<file path="src/rtl/instr_trace_emitter.sv">
// Instruction trace producer: queues one record per retired instruction and
// serializes each record as a 23-byte framed stream over a valid/ready byte link.
module instr_trace_emitter #(
    parameter int         FIFO_DEPTH = 4,
    parameter logic [7:0] SYNC       = 8'hA5
) (
    input  logic        clk,
    input  logic        reset,
    input  logic        trace_valid,
    input  logic [15:0] full_op_code,
    input  logic [4:0]  rs1_sel_zimm,
    input  logic [31:0] rs1_data,
    input  logic [4:0]  rs2_sel,
    input  logic [31:0] rs2_data,
    input  logic [4:0]  rd_sel,
    input  logic [31:0] rd_data,
    input  logic [31:0] imm_csr,
    output logic [7:0]  tx_data,
    output logic        tx_valid,
    input  logic        tx_ready,
    output logic        fifo_full,
    output logic [7:0]  drop_cnt,
    output logic        busy
);

    localparam int PW = $clog2(FIFO_DEPTH);
    localparam int CW = PW + 1;
    localparam logic [CW-1:0] FULL_COUNT = CW'(FIFO_DEPTH);
    localparam logic [CW-1:0] COUNT_ONE  = CW'(1);
    localparam logic [PW-1:0] PTR_ONE    = PW'(1);
    localparam logic [4:0]    LAST_IDX   = 5'd22;

    localparam logic [1:0] ST_IDLE = 2'd0;
    localparam logic [1:0] ST_LOAD = 2'd1;
    localparam logic [1:0] ST_SEND = 2'd2;

    typedef struct packed {
        logic        drop;
        logic [15:0] op;
        logic [4:0]  rs1_sel;
        logic [31:0] rs1_data;
        logic [4:0]  rs2_sel;
        logic [31:0] rs2_data;
        logic [4:0]  rd_sel;
        logic [31:0] rd_data;
        logic [31:0] imm;
    } rec_t;

    rec_t            mem [FIFO_DEPTH];
    rec_t            in_rec;
    rec_t            frame;
    logic [PW-1:0]   wr_ptr;
    logic [PW-1:0]   rd_ptr;
    logic [CW-1:0]   count;
    logic [1:0]      state;
    logic [4:0]      idx;
    logic [7:0]      chk;
    logic [7:0]      cur_byte;
    logic            pend_drop;
    logic            push;
    logic            reject;
    logic            pop;
    logic            hs;

    always_comb begin
        in_rec.drop     = pend_drop;
        in_rec.op       = full_op_code;
        in_rec.rs1_sel  = rs1_sel_zimm;
        in_rec.rs1_data = rs1_data;
        in_rec.rs2_sel  = rs2_sel;
        in_rec.rs2_data = rs2_data;
        in_rec.rd_sel   = rd_sel;
        in_rec.rd_data  = rd_data;
        in_rec.imm      = imm_csr;
    end

    // A full FIFO rejects even when a pop happens in the same cycle.
    assign fifo_full = (count == FULL_COUNT);
    assign push      = trace_valid && !fifo_full;
    assign reject    = trace_valid && fifo_full;
    assign pop       = (state == ST_LOAD) && (count != '0);
    assign hs        = tx_valid && tx_ready;

    // NOTE: storage arrays carry no reset; count/pointers alone define validity.
    always_ff @(posedge clk) begin
        if (push) begin
            mem[wr_ptr] <= in_rec;
        end
    end

    // The frame copy lets the FIFO slot be reused while the frame is still sent.
    always_ff @(posedge clk) begin
        if (pop) begin
            frame <= mem[rd_ptr];
        end
    end

    always_ff @(posedge clk) begin
        if (reset) begin
            wr_ptr    <= '0;
            rd_ptr    <= '0;
            count     <= '0;
            pend_drop <= 1'b0;
            drop_cnt  <= '0;
            state     <= ST_IDLE;
            idx       <= '0;
            chk       <= '0;
        end else begin
            if (push) begin
                wr_ptr <= wr_ptr + PTR_ONE;
            end
            if (pop) begin
                rd_ptr <= rd_ptr + PTR_ONE;
            end
            case ({push, pop})
                2'b10:   count <= count + COUNT_ONE;
                2'b01:   count <= count - COUNT_ONE;
                default: count <= count;
            endcase

            if (reject) begin
                pend_drop <= 1'b1;
                if (drop_cnt != 8'hFF) begin
                    drop_cnt <= drop_cnt + 8'd1;
                end
            end else if (push) begin
                pend_drop <= 1'b0;
            end

            case (state)
                ST_IDLE: begin
                    if (count != '0) begin
                        state <= ST_LOAD;
                    end
                end
                ST_LOAD: begin
                    idx <= '0;
                    chk <= '0;
                    state <= pop ? ST_SEND : ST_IDLE;
                end
                ST_SEND: begin
                    if (hs) begin
                        chk <= chk ^ cur_byte;
                        if (idx == LAST_IDX) begin
                            idx   <= '0;
                            state <= ((count != '0) || push) ? ST_LOAD : ST_IDLE;
                        end else begin
                            idx <= idx + 5'd1;
                        end
                    end
                end
                default: state <= ST_IDLE;
            endcase
        end
    end

    // Byte 22 is the running XOR accumulated over the 22 bytes already accepted.
    always_comb begin
        cur_byte = chk;
        case (idx)
            5'd0:    cur_byte = frame.drop ? (SYNC + 8'd1) : SYNC;
            5'd1:    cur_byte = frame.op[7:0];
            5'd2:    cur_byte = frame.op[15:8];
            5'd3:    cur_byte = {3'b000, frame.rs1_sel};
            5'd4:    cur_byte = frame.rs1_data[7:0];
            5'd5:    cur_byte = frame.rs1_data[15:8];
            5'd6:    cur_byte = frame.rs1_data[23:16];
            5'd7:    cur_byte = frame.rs1_data[31:24];
            5'd8:    cur_byte = {3'b000, frame.rs2_sel};
            5'd9:    cur_byte = frame.rs2_data[7:0];
            5'd10:   cur_byte = frame.rs2_data[15:8];
            5'd11:   cur_byte = frame.rs2_data[23:16];
            5'd12:   cur_byte = frame.rs2_data[31:24];
            5'd13:   cur_byte = {3'b000, frame.rd_sel};
            5'd14:   cur_byte = frame.rd_data[7:0];
            5'd15:   cur_byte = frame.rd_data[15:8];
            5'd16:   cur_byte = frame.rd_data[23:16];
            5'd17:   cur_byte = frame.rd_data[31:24];
            5'd18:   cur_byte = frame.imm[7:0];
            5'd19:   cur_byte = frame.imm[15:8];
            5'd20:   cur_byte = frame.imm[23:16];
            5'd21:   cur_byte = frame.imm[31:24];
            default: cur_byte = chk;
        endcase
    end

    assign tx_valid = (state == ST_SEND);
    assign tx_data  = tx_valid ? cur_byte : 8'h00;
    assign busy     = (state != ST_IDLE) || (count != '0);

endmodule
</file>
<file path="config.mk">
export PLATFORM = sky130hd
export DESIGN_NAME = instr_trace_emitter
export DESIGN_NICKNAME = d
export VERILOG_FILES = /design/src/rtl/instr_trace_emitter.sv
export SDC_FILE = /design/constraint.sdc
export NUM_CORES = 1
export LEC_CHECK = 0
export CORE_AREA = 2 2 356 182
export CTS_CLUSTER_SIZE = 30
export DETAILED_ROUTE_END_ITERATION = 8
export DIE_AREA = 0 0 358 184
export GPL_TIMING_DRIVEN = 1
export HOLD_SLACK_MARGIN = 0.03
export PLACE_DENSITY = 0.69
export SYNTH_ARGS = -nofsm -noshare
export SYNTH_HDL_FRONTEND = slang
export SYNTH_SLANG_ARGS = --single-unit
</file>
<file path="constraint.sdc">
create_clock -name clk -period 9.6 [get_ports clk]
set_input_delay 1.92 -clock clk [delete_from_list [all_inputs] [get_ports clk]]
set_output_delay 1.92 -clock clk [all_outputs]
set_load 0.02 [all_outputs]
</file>
==> flow_summary.ini, run 1 <==
[logic_synthesis]
synth.area.top_cells = edfxtp_1, mux4_2, dfxtp_1
synth-edff-count = 800
yosysWarnings = 0
yosysSeqAreaShare_pct = 79.5
syn_area_um2 = 31000
synth_top_area_share_pct = 77.5
ys_async_sr_fraction_pct = 0
synth.largest_area_cell = edfxtp_1
synthCells = 1408
postSynthRegisterBits = 831
synth_fp_nets = 1583
synth_cell_types = 59
syn_area_per_cell_um2 = 22.0
synth_top_flop_cell = edfxtp_1

[timing]
finalSetupTns_ns = 0
rsz0062_at_grt = false
setup_violations = 0
max_slew_margin_pct = 26.7
hold_viol = 0
tightestPinTransition_ns = 1.10
min_period_ns = 5.95
drv_slew = 0
skew_ns = 0.0232
max_clock_freq_ghz = 0.168
fin_crit_sh_pct = 62.0

[worst_setup_path]
crit_required_ns = 7.68
critPathKind = reg -> out
crit_fanout = 31
worstPathArrival_ns = 4.03
worstSetupEndpointType = output pin
crit_path_start_kind = flip-flop
crit_start = idx[2]
r2r-start = count[2]

[drt]
wl_met3_um = 5560
drc = 0
wl_met2_um = 30200
wire_per_inst_um = 27.3
detail-route-antenna-nets = 0
drt_wl_total_um = 68500
dr.pass1.iters = 7
dr.max_layer_used = met4
wl_met1_um = 31900
drt_iter0_drc = 1771
routed_via_density = 5.92
vias = 14800

[clock_tree]
clock_path_buffers = 3
cts_resized = 0
cts_setup_buffers = 0
cts-root-buf = clkbuf_16
cts_buffers = 71
cts_tree = done
cts_sinks = 831
cts-hold-fix-buffers = 0
clk_pin_slew_ns = 0.06
htree_levels = 3
clk_latency_ns = 0.62

[power_and_ir_drop]
swShare_pct = 23.9
p_leak_nw = 11.1
power_density_nw_per_um2 = 232
p_clk_share_pct = 33.3
power_w = 0.00835
ir_worst_vdd_mv = 0.114
pwr-share-comb_pct = 11.8
p_sw_w = 0.00199
internal_power_w = 0.00636
sequentialPowerShare_pct = 54.9

[final_layout]
drive_above_1_share_pct = 19.2
layout.nets = 1789
area_growth_pct = 15.9
fill_cells = 4528
fin_cells = 2508

[global_route]
antenna_found_initial = 2
grt_pass1_wl_um = 99700
grt_pass1_vias = 14500
grt_max_degree = 78
grt_util_all_layers_pct = 21.0
overflow = 0

[die]
start_util_pct = 49.6
die_w_um = 358
die_h_um = 184
rows = 65
die-area_um2 = 65900
pin_count = 182
core_um2 = 62500

[run_status]
status = completed

[hold_path]
min_from = state[0]
hp-class = reg -> reg

[placement]
hpwl_um = 43300
dp.cells = 2378
io_buffers = 181
gp_congestion = 0.909

[run]
drv_cap = 0
## through the flow
stage / utilization (%) / worst slack, ns / cell area [um2] / hold slack (ns)
detailed placement: 54.0 / 4.29 / 33700 / 0.461
finish: 57.5 / 3.65 / 35900 / 0.473
global route: 57.5 / 3.50 / 35900 / 0.505
CTS: 57.5 / 3.66 / 35900 / 0.469
global placement: 54.0 / 4.35 / 33700 / 0.444
floorplan: - / 2.72 / 31000 / 0.421
## registers in the layout, indices dropped and copies added, names as in the netlist
signal	flops
state	2
frame	160
mem	640
count	3
chk	8
drop_cnt	8
rd_ptr	2
idx	5
pend_drop	1
wr_ptr	2
## critical path, cell delays in order, from the launching register on
cell and delay [ns]:
dfxtp_2 0.53, buf_4 0.36, and3_1 0.19, ha_1 0.34
a21o_1 0.23, nor3_1 0.69, a21oi_1 0.16, a21oi_1 0.26
clkdlybuf4s50_1 0.65
## Yosys cell counts, types with 3 or more instances
cell type,instances
a21oi_1,31
a222oi_1,4
a22o_1,3
a22oi_1,20
a31oi_1,3
a32oi_1,17
and2_1,5
and3_1,3
and3b_1,10
and4b_1,3
buf_1,6
buf_2,25
buf_4,3
buf_6,5
clkbuf_1,30
dfxtp_1,31
edfxtp_1,800
ha_1,11
inv_1,20
mux2_2,26
mux2i_1,3
mux4_2,162
nand2_1,32
nand2b_1,4
nand3_1,17
nand3b_1,3
nand4_1,11
nor2_1,33
nor2b_1,12
nor3_1,3
nor4_1,3
o211ai_1,5
o21ai_0,12
o21ai_1,3
or3_1,10
xnor2_1,4
xor2_1,7
## placed cells by master, fill, tap and decap left out, types with 26 or more instances in the layout
master,Yosys,routed
edfxtp_1,800,800
clkdlybuf4s50_1,0,181
mux4_2,162,162
clkbuf_16,0,73
nor2_1,33,33
nand2_1,32,32
a21oi_1,31,31
dfxtp_1,31,28
mux2_2,26,26
## power groups by stage
stage | combinational, W | clock [W] | sequential, W
2_1_floorplan | 0.000664 | 0 | 0.00460
3_3_place_gp | 0.000993 | 0 | 0.00465
3_5_place_dp | 0.00101 | 0 | 0.00466
4_1_cts | 0.00101 | 0.00282 | 0.00459
5_1_grt | 0.00107 | 0.00297 | 0.00461
6_report | 0.000988 | 0.00278 | 0.00458
## per-layer routing
| metal | GRT usage, % | vias up |
|---|---|---|
| met3 | 3.83 | 75 |
| met5 | 0 | - |
| met4 | 3.45 | 0 |
| met1 | 34.4 | 7824 |
| li1 | - | 6291 |
| met2 | 29.9 | 649 |
## worst paths after layout
check	endpoint	slack, ns	depth (start not counted)
worst max-delay path	tx_data[3]	3.65	8
worst min-delay path	state[0]	0.47	1
worst max register to register	mem[1][11]	6.28	5
worst min register to register	state[0]	0.47	1
## area by class of cell
cell class                 instances  area, um2  area share (%)
antenna                            2       5.00          0.0139
clock buffer                      89       1900            5.28
clock inverter                    39        327           0.909
inverter                          21       78.8           0.219
multi-input combinational        487       5940            16.5
sequential                       831      24700            68.6
tap                              837       1050            2.91
timing repair buffer             202       1980            5.52
## logic make-up (layout without fill, tap and decap cells)
family / Yosys count / count (layout) / synth area share, %
DFF: 831 / 831 / 79.5
muxes: 193 / 193 / 12.9
and+or+nand+nor: 160 / 160 / 2.89
AOI/OAI and AO/OA: 111 / 111 / 2.52
buffers and inverters: 90 / 351 / 1.35
adders and majority gates: 12 / 12 / 0.509
xor gates and xnor gates: 11 / 11 / 0.311
other: 0 / 2 / 0
(Power assumes the default switching activity.)
==> inputs of run 2 (changes only) <==
==> constraint.sdc (replaced) <==
create_clock -name clk -period 5.6 [get_ports clk]
set_input_delay 1.12 -clock clk [delete_from_list [all_inputs] [get_ports clk]]
set_output_delay 1.12 -clock clk [all_outputs]
set_load 0.02 [all_outputs]
==> run 2 against run 1 <==
Flip-flop and latch count is the same. Combinational power grew 77%. Global-route usage grew 0.41 points. Final cell count grew 0.20%. Total power grew 72%. Register-to-register slack lost 3.8 ns. Worst setup slack lost 3.3 ns. Sequential power grew 71%. Routed wire length grew 0.80%. Cell area grew 0.54%. Non-clock buffer count grew 7. Largest cell class unchanged. Highest routed layer unchanged.
==> flow_summary.ini, run 2 (same netlist as run 1, synthesis figures left out) <==
[run_status]
status = completed

[timing]
max_slew_margin_pct = 25.0
drv_slew = 0
hold_viol = 0
fin_crit_sh_pct = 92.9
rsz0062_at_grt = false
min_period_ns = 5.20
max_clock_freq_ghz = 0.192
tightestPinTransition_ns = 1.12
finalSetupTns_ns = 0
setup_violations = 0
skew_ns = 0.0251

[final_layout]
drive_above_1_share_pct = 19.3
largest_reg_flops = 640
final_common_cell = edfxtp_1
area_growth_pct = 16.6
final_cell_mix = edfxtp_1, clkdlybuf4s50_1, mux4_2
layout.nets = 1796
reg_top3 = mem (640), frame (160)
regMostFlops = mem

[power_and_ir_drop]
p_clk_share_pct = 33.5
p_leak_nw = 11.2
power_w = 0.0144
sequentialPowerShare_pct = 54.3
internal_power_w = 0.0110
ir_worst_vdd_mv = 0.232
pwr-share-comb_pct = 12.2
swShare_pct = 23.3
power_density_nw_per_um2 = 398
p_sw_w = 0.00335

[die]
die_w_um = 358
start_util_pct = 49.6
core_um2 = 62500
die_h_um = 184
rows = 65
pin_count = 182
die-area_um2 = 65900

[drt]
drt_iter0_drc = 1643
detail-route-antenna-nets = 0
routed_via_density = 5.80
drc = 0
wire_per_inst_um = 27.5
dr.pass1.iters = 5
drt_wl_total_um = 69000
vias = 14600

[clock_tree]
cts-hold-fix-buffers = 0
cts_setup_buffers = 0
cts_resized = 0
cts_sinks = 831
clk_pin_slew_ns = 0.06
cts-root-buf = clkbuf_16
clk_latency_ns = 0.60
cts_tree = done
clock_path_buffers = 3
htree_levels = 3
cts_buffers = 71

[worst_setup_path]
reg2reg_slack_ns = 2.44
worstPathArrival_ns = 4.08
slowest_stage = dfxtp_2
critical_path.top_delay_family = simple AND/OR/NAND/NOR gates
crit_path_start_kind = flip-flop
path_buf_inv = 1
worstSetupEndpointType = output pin
crit_required_ns = 4.48
slowest_delay_ns = 0.98
crit_fanout = 44
path_cells = nor2b_1, a32oi_1, nand4_1, nor3_1, a21oi_1, clkdlybuf4s50_1
critPathKind = reg -> out

[placement]
gp_congestion = 0.889
io_buffers = 181
hpwl_um = 44000

[global_route]
grt_max_degree = 96
overflow = 0
grt_pass1_wl_um = 101000
grt_pass1_vias = 14900
antenna_found_initial = 4
grt_util_all_layers_pct = 21.4

[hold_path]
hp-class = reg -> reg

[run]
drv_cap = 0
run 2: cell type report:
| cell class | count | area, um2 |
|---|---|---|
| Antenna cell | 1 | 2.50 |
| Clock buffer | 92 | 1910 |
| Clock inverter | 35 | 335 |
| Fill cell | 4477 | 26300 |
| Inverter | 21 | 78.8 |
| Multi-Input combinational cell | 487 | 5940 |
| Sequential cell | 831 | 24700 |
| Tap cell | 837 | 1050 |
| Timing Repair Buffer | 209 | 2160 |
run 2: power groups by stage:
| stage | Sequential (W) | Combinational (W) | Clock, W |
|---|---|---|---|
| 2_1_floorplan | 0.00782 | 0.00114 | 0 |
| 3_3_place_gp | 0.00793 | 0.00176 | 0 |
| 3_5_place_dp | 0.00793 | 0.00179 | 0 |
| 4_1_cts | 0.00781 | 0.00180 | 0.00493 |
| 5_1_grt | 0.00785 | 0.00190 | 0.00518 |
| 6_report | 0.00781 | 0.00175 | 0.00482 |
run 2: worst reg2reg max path, delay by kind of cell (launching register included):
kind	cells	cell delay [ns]
simple gates	4	1.72
flops	1	0.98
compound gates	2	0.38
run 2: final timing paths:
path	from	to	cells after the start
max	idx[2]	tx_data[1]	6
min	state[0]	state[0]	1
max reg2reg	idx[2]	chk[1]	6
min reg2reg	state[0]	state[0]	1
run 2: stage by stage:
stage | cells | setup WS (ns) | hold WS [ns] | utilization (%) | area, um2
after floorplan | 1408 | 1.36 | 0.421 | - | 31000
after global placement | 2385 | 1.11 | 0.442 | 54.2 | 33900
after detailed placement | 2385 | 1.05 | 0.454 | 54.2 | 33900
after CTS | 2512 | 0.394 | 0.471 | 57.8 | 36100
after global routing | 2513 | 0.180 | 0.506 | 57.8 | 36100
final | 2513 | 0.399 | 0.474 | 57.8 | 36100
run 2: routing by layer:
metal  GRT usage, %  vias up  share of wire, %
li1               -     6292                 -
met1           32.9     7755                46
met2           31.4      463                45
met3           5.49       67               7.4
met4           4.03        0               1.4
met5              0        -                 0
==> inputs of run 3 (changes only) <==
--- a/config.mk
+++ b/config.mk
@@ -6,6 +6,7 @@
 export NUM_CORES = 1
 export LEC_CHECK = 0
 export CORE_AREA = 2 2 356 182
+export CTS_CLUSTER_DIAMETER = 120
 export CTS_CLUSTER_SIZE = 30
 export DETAILED_ROUTE_END_ITERATION = 8
 export DIE_AREA = 0 0 358 184
==> run 3 against run 2 <==
Clock skew shrank 0.0080 ns. Global-route usage shrank 0.64 points. Register-to-register slack gained 0.03 ns. Clock-buffer cell count shrank 36. Sequential power is essentially flat. Non-clock buffer count is the same. Final cell count shrank 2.7%. Critical path depth grew 2. Die area is the same. Worst setup slack lost 0.034 ns.
==> flow_summary.ini, run 3 (same netlist as run 1, synthesis figures left out) <==
[drt]
drt_wl_total_um = 67500
vias = 14300
dr.pass1.iters = 6
drc = 0
drt_iter0_drc = 1632
routed_via_density = 5.86
wire_per_inst_um = 27.6
detail-route-antenna-nets = 0

[power_and_ir_drop]
ir_worst_vdd_mv = 0.256
p_leak_nw = 10.5
power_density_nw_per_um2 = 356

[clock_tree]
cts_sinks = 831
cts_resized = 0
clock_path_buffers = 3
cts-root-buf = clkbuf_16
cts_buffers = 31
cts-hold-fix-buffers = 0
clk_latency_ns = 0.65
cts_setup_buffers = 0
cts_tree = done
clk_pin_slew_ns = 0.12
htree_levels = 1

[timing]
max_slew_margin_pct = 28.2
min_period_ns = 5.23
setup_violations = 0
rsz0062_at_grt = false
fin_crit_sh_pct = 93.5
finalSetupTns_ns = 0
skew_ns = 0.0172
drv_slew = 0
max_clock_freq_ghz = 0.191
hold_viol = 0
tightestPinTransition_ns = 1.07

[worst_setup_path]
rr_endpoint = chk[2]
critPathKind = reg -> out
crit_fanout = 12
r2r-start = idx[3]
crit_required_ns = 4.48
worstPathArrival_ns = 4.11
crit_path_start_kind = flip-flop
crit_start = idx[0]
endpoint = tx_data[3]
reg2reg_depth = 7
reg2reg_slack_ns = 2.47
worstSetupEndpointType = output pin

[placement]
gp_congestion = 0.889
io_buffers = 181
hpwl_um = 44000
dp.cells = 2385

[final_layout]
largest_reg_flops = 640
final_common_cell = edfxtp_1
drive_above_1_share_pct = 16.5
reg_top3 = mem (640), frame (160)
fin_cells = 2444
final_cell_mix = edfxtp_1, clkdlybuf4s50_1, mux4_2
area_growth_pct = 12.2
layout.nets = 1756
regMostFlops = mem

[die]
die_h_um = 184
die-area_um2 = 65900
die_w_um = 358
pin_count = 182
core_um2 = 62500
rows = 65
start_util_pct = 49.6

[global_route]
grt_pass1_wl_um = 98800
grt_util_all_layers_pct = 20.8
use_met1_pct = 32.6
antenna_found_initial = 4
overflow = 0
grt_busiest_layer = met1
grt_max_degree = 96
met3_usage_pct = 4.43
grtUsageMet2_pct = 30.9
grt_pass1_vias = 14400

[run]
drv_cap = 0

[hold_path]
hold_depth = 1
hp-class = reg -> reg

[run_status]
status = completed
-- run 3: cell types whose count changed in the layout (fill, tap and decap cells not counted), sizes merged --
cell / change
inv: -1
clkinv: -23
clkinvlp: -3
clkbuf: -36
bufinv: -6
-- run 3: worst min-delay path by stage --
stage                     to     start  slack [ns]
floorplan           state[0]  state[0]        0.42
global placement    state[0]  state[0]        0.44
detailed placement  state[0]  state[0]        0.45
CTS                 state[0]  state[0]        0.48
global route          chk[5]    chk[5]        0.51
finish              state[0]  state[0]        0.48
-- run 3: metrics by stage --
stage	cell area [um2]	utilization (%)	setup WS, ns	power (W)	hold slack [ns]
detailed placement	33900	54.2	1.05	0.00972	0.454
CTS	34800	55.7	0.320	0.0125	0.481
global route	34800	55.7	0.106	0.0128	0.515
floorplan	31000	-	1.36	0.00896	0.421
global placement	33900	54.2	1.11	0.00968	0.442
finish	34800	55.7	0.365	0.0124	0.478
-- run 3: power by group --
group / leakage, nW / switching [W] / internal (W)
sequential: 7.58 / 0.000243 / 0.00755
clock: 0.422 / 0.00175 / 0.00107
combinational: 2.52 / 0.000973 / 0.000775
-- run 3: critical path, cell delays in order, from the launching register on --
cell	delay (ns)
dfxtp_1	0.39
ha_1	0.41
and3_1	0.28
ha_1	0.39
a21o_1	0.26
nor3_1	0.68
a21oi_1	0.16
a21oi_1	0.25
clkdlybuf4s50_1	0.65
-- run 3: metal layers --
layer  wire [um]  vias up  part of all wire, %
li1            -     6177                    -
met1       31100     7658                   46
met2       30700      429                   46
met3        4740       55                  7.0
met4         924        0                  1.4
met5           0        -                    0
-- run 3: final cells by class --
cell class                      instances  area [um2]
Fill cell                            4584       27700
Sequential cell                       831       24700
Multi-Input combinational cell        487        5940
Timing Repair Buffer                  209        2160
Tap cell                              837        1050
Clock buffer                           56         870
Inverter                               21        78.8
Clock inverter                          2        20.0
Antenna cell                            1        2.50
==> RTL change: new RTL, config.mk and constraints of run 3 <==
`FIFO_DEPTH`: 4 -> 2.
--- a/src/rtl/instr_trace_emitter.sv
+++ b/src/rtl/instr_trace_emitter.sv
@@ -2,5 +2,5 @@
 // serializes each record as a 23-byte framed stream over a valid/ready byte link.
 module instr_trace_emitter #(
-    parameter int         FIFO_DEPTH = 4,
+    parameter int         FIFO_DEPTH = 2,
     parameter logic [7:0] SYNC       = 8'hA5
 ) (
Check against the original RTL: not equivalent (Yosys sat finds a counterexample within 4 cycles, from zero or initial values and one cycle with reset high).
==> RTL change against run 3 <==
- wire length fell by 28%
- sequential cell count fell by 323
- register-to-register slack got worse by 0.30 ns
- area after synthesis fell by 37%
- via count fell by 30%
- design area fell by 34%
- setup slack got worse by 0.24 ns
- sequential power fell by 37%
- power fell by 36%
- largest power group unchanged
==> RTL change: results (changes against run 3) <==
- Synth Area in Compound Gates: 4.49% (was 2.52%)
- Peak VDD IR: 0.191 mV (was 0.256 mV)
- Root Buffer Master: clkbuf_16 (unchanged)
- H-Tree Level Count: 1 (unchanged)
- GR Util All Layers: 14.5% (was 20.8%)
- Number of buffers inserted by post-CTS setup repair: 0 (unchanged)
- Initial antenna violation count: 7 (was 4)
- Share of the yosys chip area belonging to registers: 77.1% (was 79.5%)
- Maximum number of pins on one net before global-route repair: 163 (was 96)
- Largest registers in the final layout: mem: 320 flops, frame: 160 flops (was mem: 640 flops, frame: 160 flops)
- Max clock buf depth: 3 (unchanged)
- DPL Wire Length: 33.5 mm (was 44.0 mm)
- Count of endpoints failing hold in the final timing report: 0 (unchanged)
- Routed WL per cell: 23.3 um (was 27.6 um)
- First-pass DRT Iterations: 5 (was 6)
- Xor and xnor area share after synthesis: 0.406% (was 0.311%)
- Cells taking the most area after synthesis: edfxtp_1 74%, mux2_2 11%, dfxtp_1 2.9% (was edfxtp_1 78%, mux4_2 12%, dfxtp_1 2.0%)
- Vias in the first global route: 10366 (was 14370)
- Data arrival time at the worst-slack endpoint: 4.35 ns (was 4.11 ns)
- Most used standard cells in the synthesized netlist: 480 x edfxtp_1, 184 x mux2_2, 36 x a21oi_1, 28 x dfxtp_1, 26 x nand2_1 (was 800 x edfxtp_1, 162 x mux4_2, 33 x nor2_1, 32 x nand2_1)
- Proportion of synthesized area in mux cells: 11.1% (was 12.9%)
- Post-synthesis adder-cell area fraction: 0.451% (was 0.509%)
- Clock-pin slew on the worst setup and hold paths: 0.13 ns
- Warnings, synthesis: 0 (unchanged)
- Share of cells above drive strength 1: 19.8% (was 16.5%)
- Net count, final: 1406 (was 1756)
- Post-DR vias/cell: 4.80 (was 5.86)
- Number of distinct standard cells referenced by the synthesized netlist: 72 (was 59)
- Run status: finished, final reports clean (unchanged)
- Biggest cell delay along the critical path: 0.94 ns (was 0.68 ns)
- Share of flip-flops with an asynchronous set or reset: 0% (unchanged)
- Fill cell total of the finished layout: 5798 (was 4584)
- Maximum fanout along the worst path: 24 (was 12)
- Clock skew: 0.0348 ns (was 0.0172 ns)
- Resized cells post-CTS: 0 (unchanged)
- Static power due to leakage: 7.08 nW (was 10.5 nW)
- Clock network latency to the later pin of the worst-skew pair: 0.58 ns (was 0.65 ns)
- Count of flip-flops with a built-in enable after synthesis: 480 (was 800)
- Worst-Margin Slew: 1.09 ns (was 1.07 ns)
- Slowest cell on the critical path: dfxtp_1 (was nor3_1)
- Hold WC Path Type: flip-flop to flip-flop (unchanged)
- Detailed router's first-iteration violation count: 956 (was 1632)
- Total clock buffers created by CTS: 20 (was 31)
- Global-route wire length before repair: 69.5 mm (was 98.8 mm)
- Total of buffers placed on input and output ports: 181 (unchanged)
- Placer's final routability congestion estimate: 0.904 (was 0.889)
- Syn_nets: 1232 (was 1583)
-- RTL change: cell count changes after synthesis, sizes merged, moves of 9 or more --
| cell | delta |
|---|---|
| buf | -9 |
| edfxtp | -320 |
| mux2 | +156 |
| mux4 | -161 |
| nor2 | -13 |
-- RTL change: final timing paths --
kind                                from          to  slack [ns]  cells after the start
worst min-delay path            state[0]    state[0]        0.48                      1
worst max register to register    idx[2]      chk[3]        2.17                      8
worst min register to register  state[0]    state[0]        0.48                      1
worst max-delay path              idx[2]  tx_data[3]        0.13                      8
-- RTL change: power by group --
part	switching, mW	internal, mW
Sequential	0.171	4.78
Combinational	0.646	0.487
Clock	1.10	0.700
Total	1.92	5.97
-- RTL change: worst max-delay path: cells and delay by family, from the launching register on --
kind,cells,cell delay [ns]
buf+inv,3,1.20
simple gates,2,0.99
flops,1,0.94
compound gates,3,0.63
-- RTL change: area by class of cell --
type | count | area, um2 | area share [%]
clock inverter | 1 | 3.75 | 0.0165
antenna | 2 | 5.00 | 0.0220
timing repair buffer | 204 | 2030 | 8.93
inverter | 15 | 56.3 | 0.247
multi-input combinational | 487 | 4120 | 18.1
sequential | 508 | 15000 | 65.7
tap | 837 | 1050 | 4.59
clock buffer | 28 | 552 | 2.42
-- RTL change: metrics by stage --
stage	area, um2	worst slack [ns]	util (%)	instances	power [mW]
after detailed placement	22200	0.865	35.6	2051	6.19
after global placement	22200	0.795	35.6	2051	6.16
after CTS	22800	0.217	36.5	2080	7.99
final	22800	0.126	36.5	2082	7.89
after floorplan	19400	0.117	-	1062	5.70
after global routing	22800	0.108	36.5	2080	8.21
-- RTL change: logic make-up after synthesis --
| family | Yosys count |
|---|---|
| simple gates | 154 |
| fa+ha+maj | 7 |
| mux | 192 |
| xor+xnor | 9 |
| flops | 508 |
| buf+inv | 67 |
| compound gates | 125 |
-- RTL change: routing by layer --
layer	part of all wire [%]	vias to the layer above	GRT usage, %
met2	46	271	23.2
li1	-	4524	-
met4	0.71	6	1.26
met5	0.076	-	0
met3	6.8	41	3.33
met1	46	5154	20.9
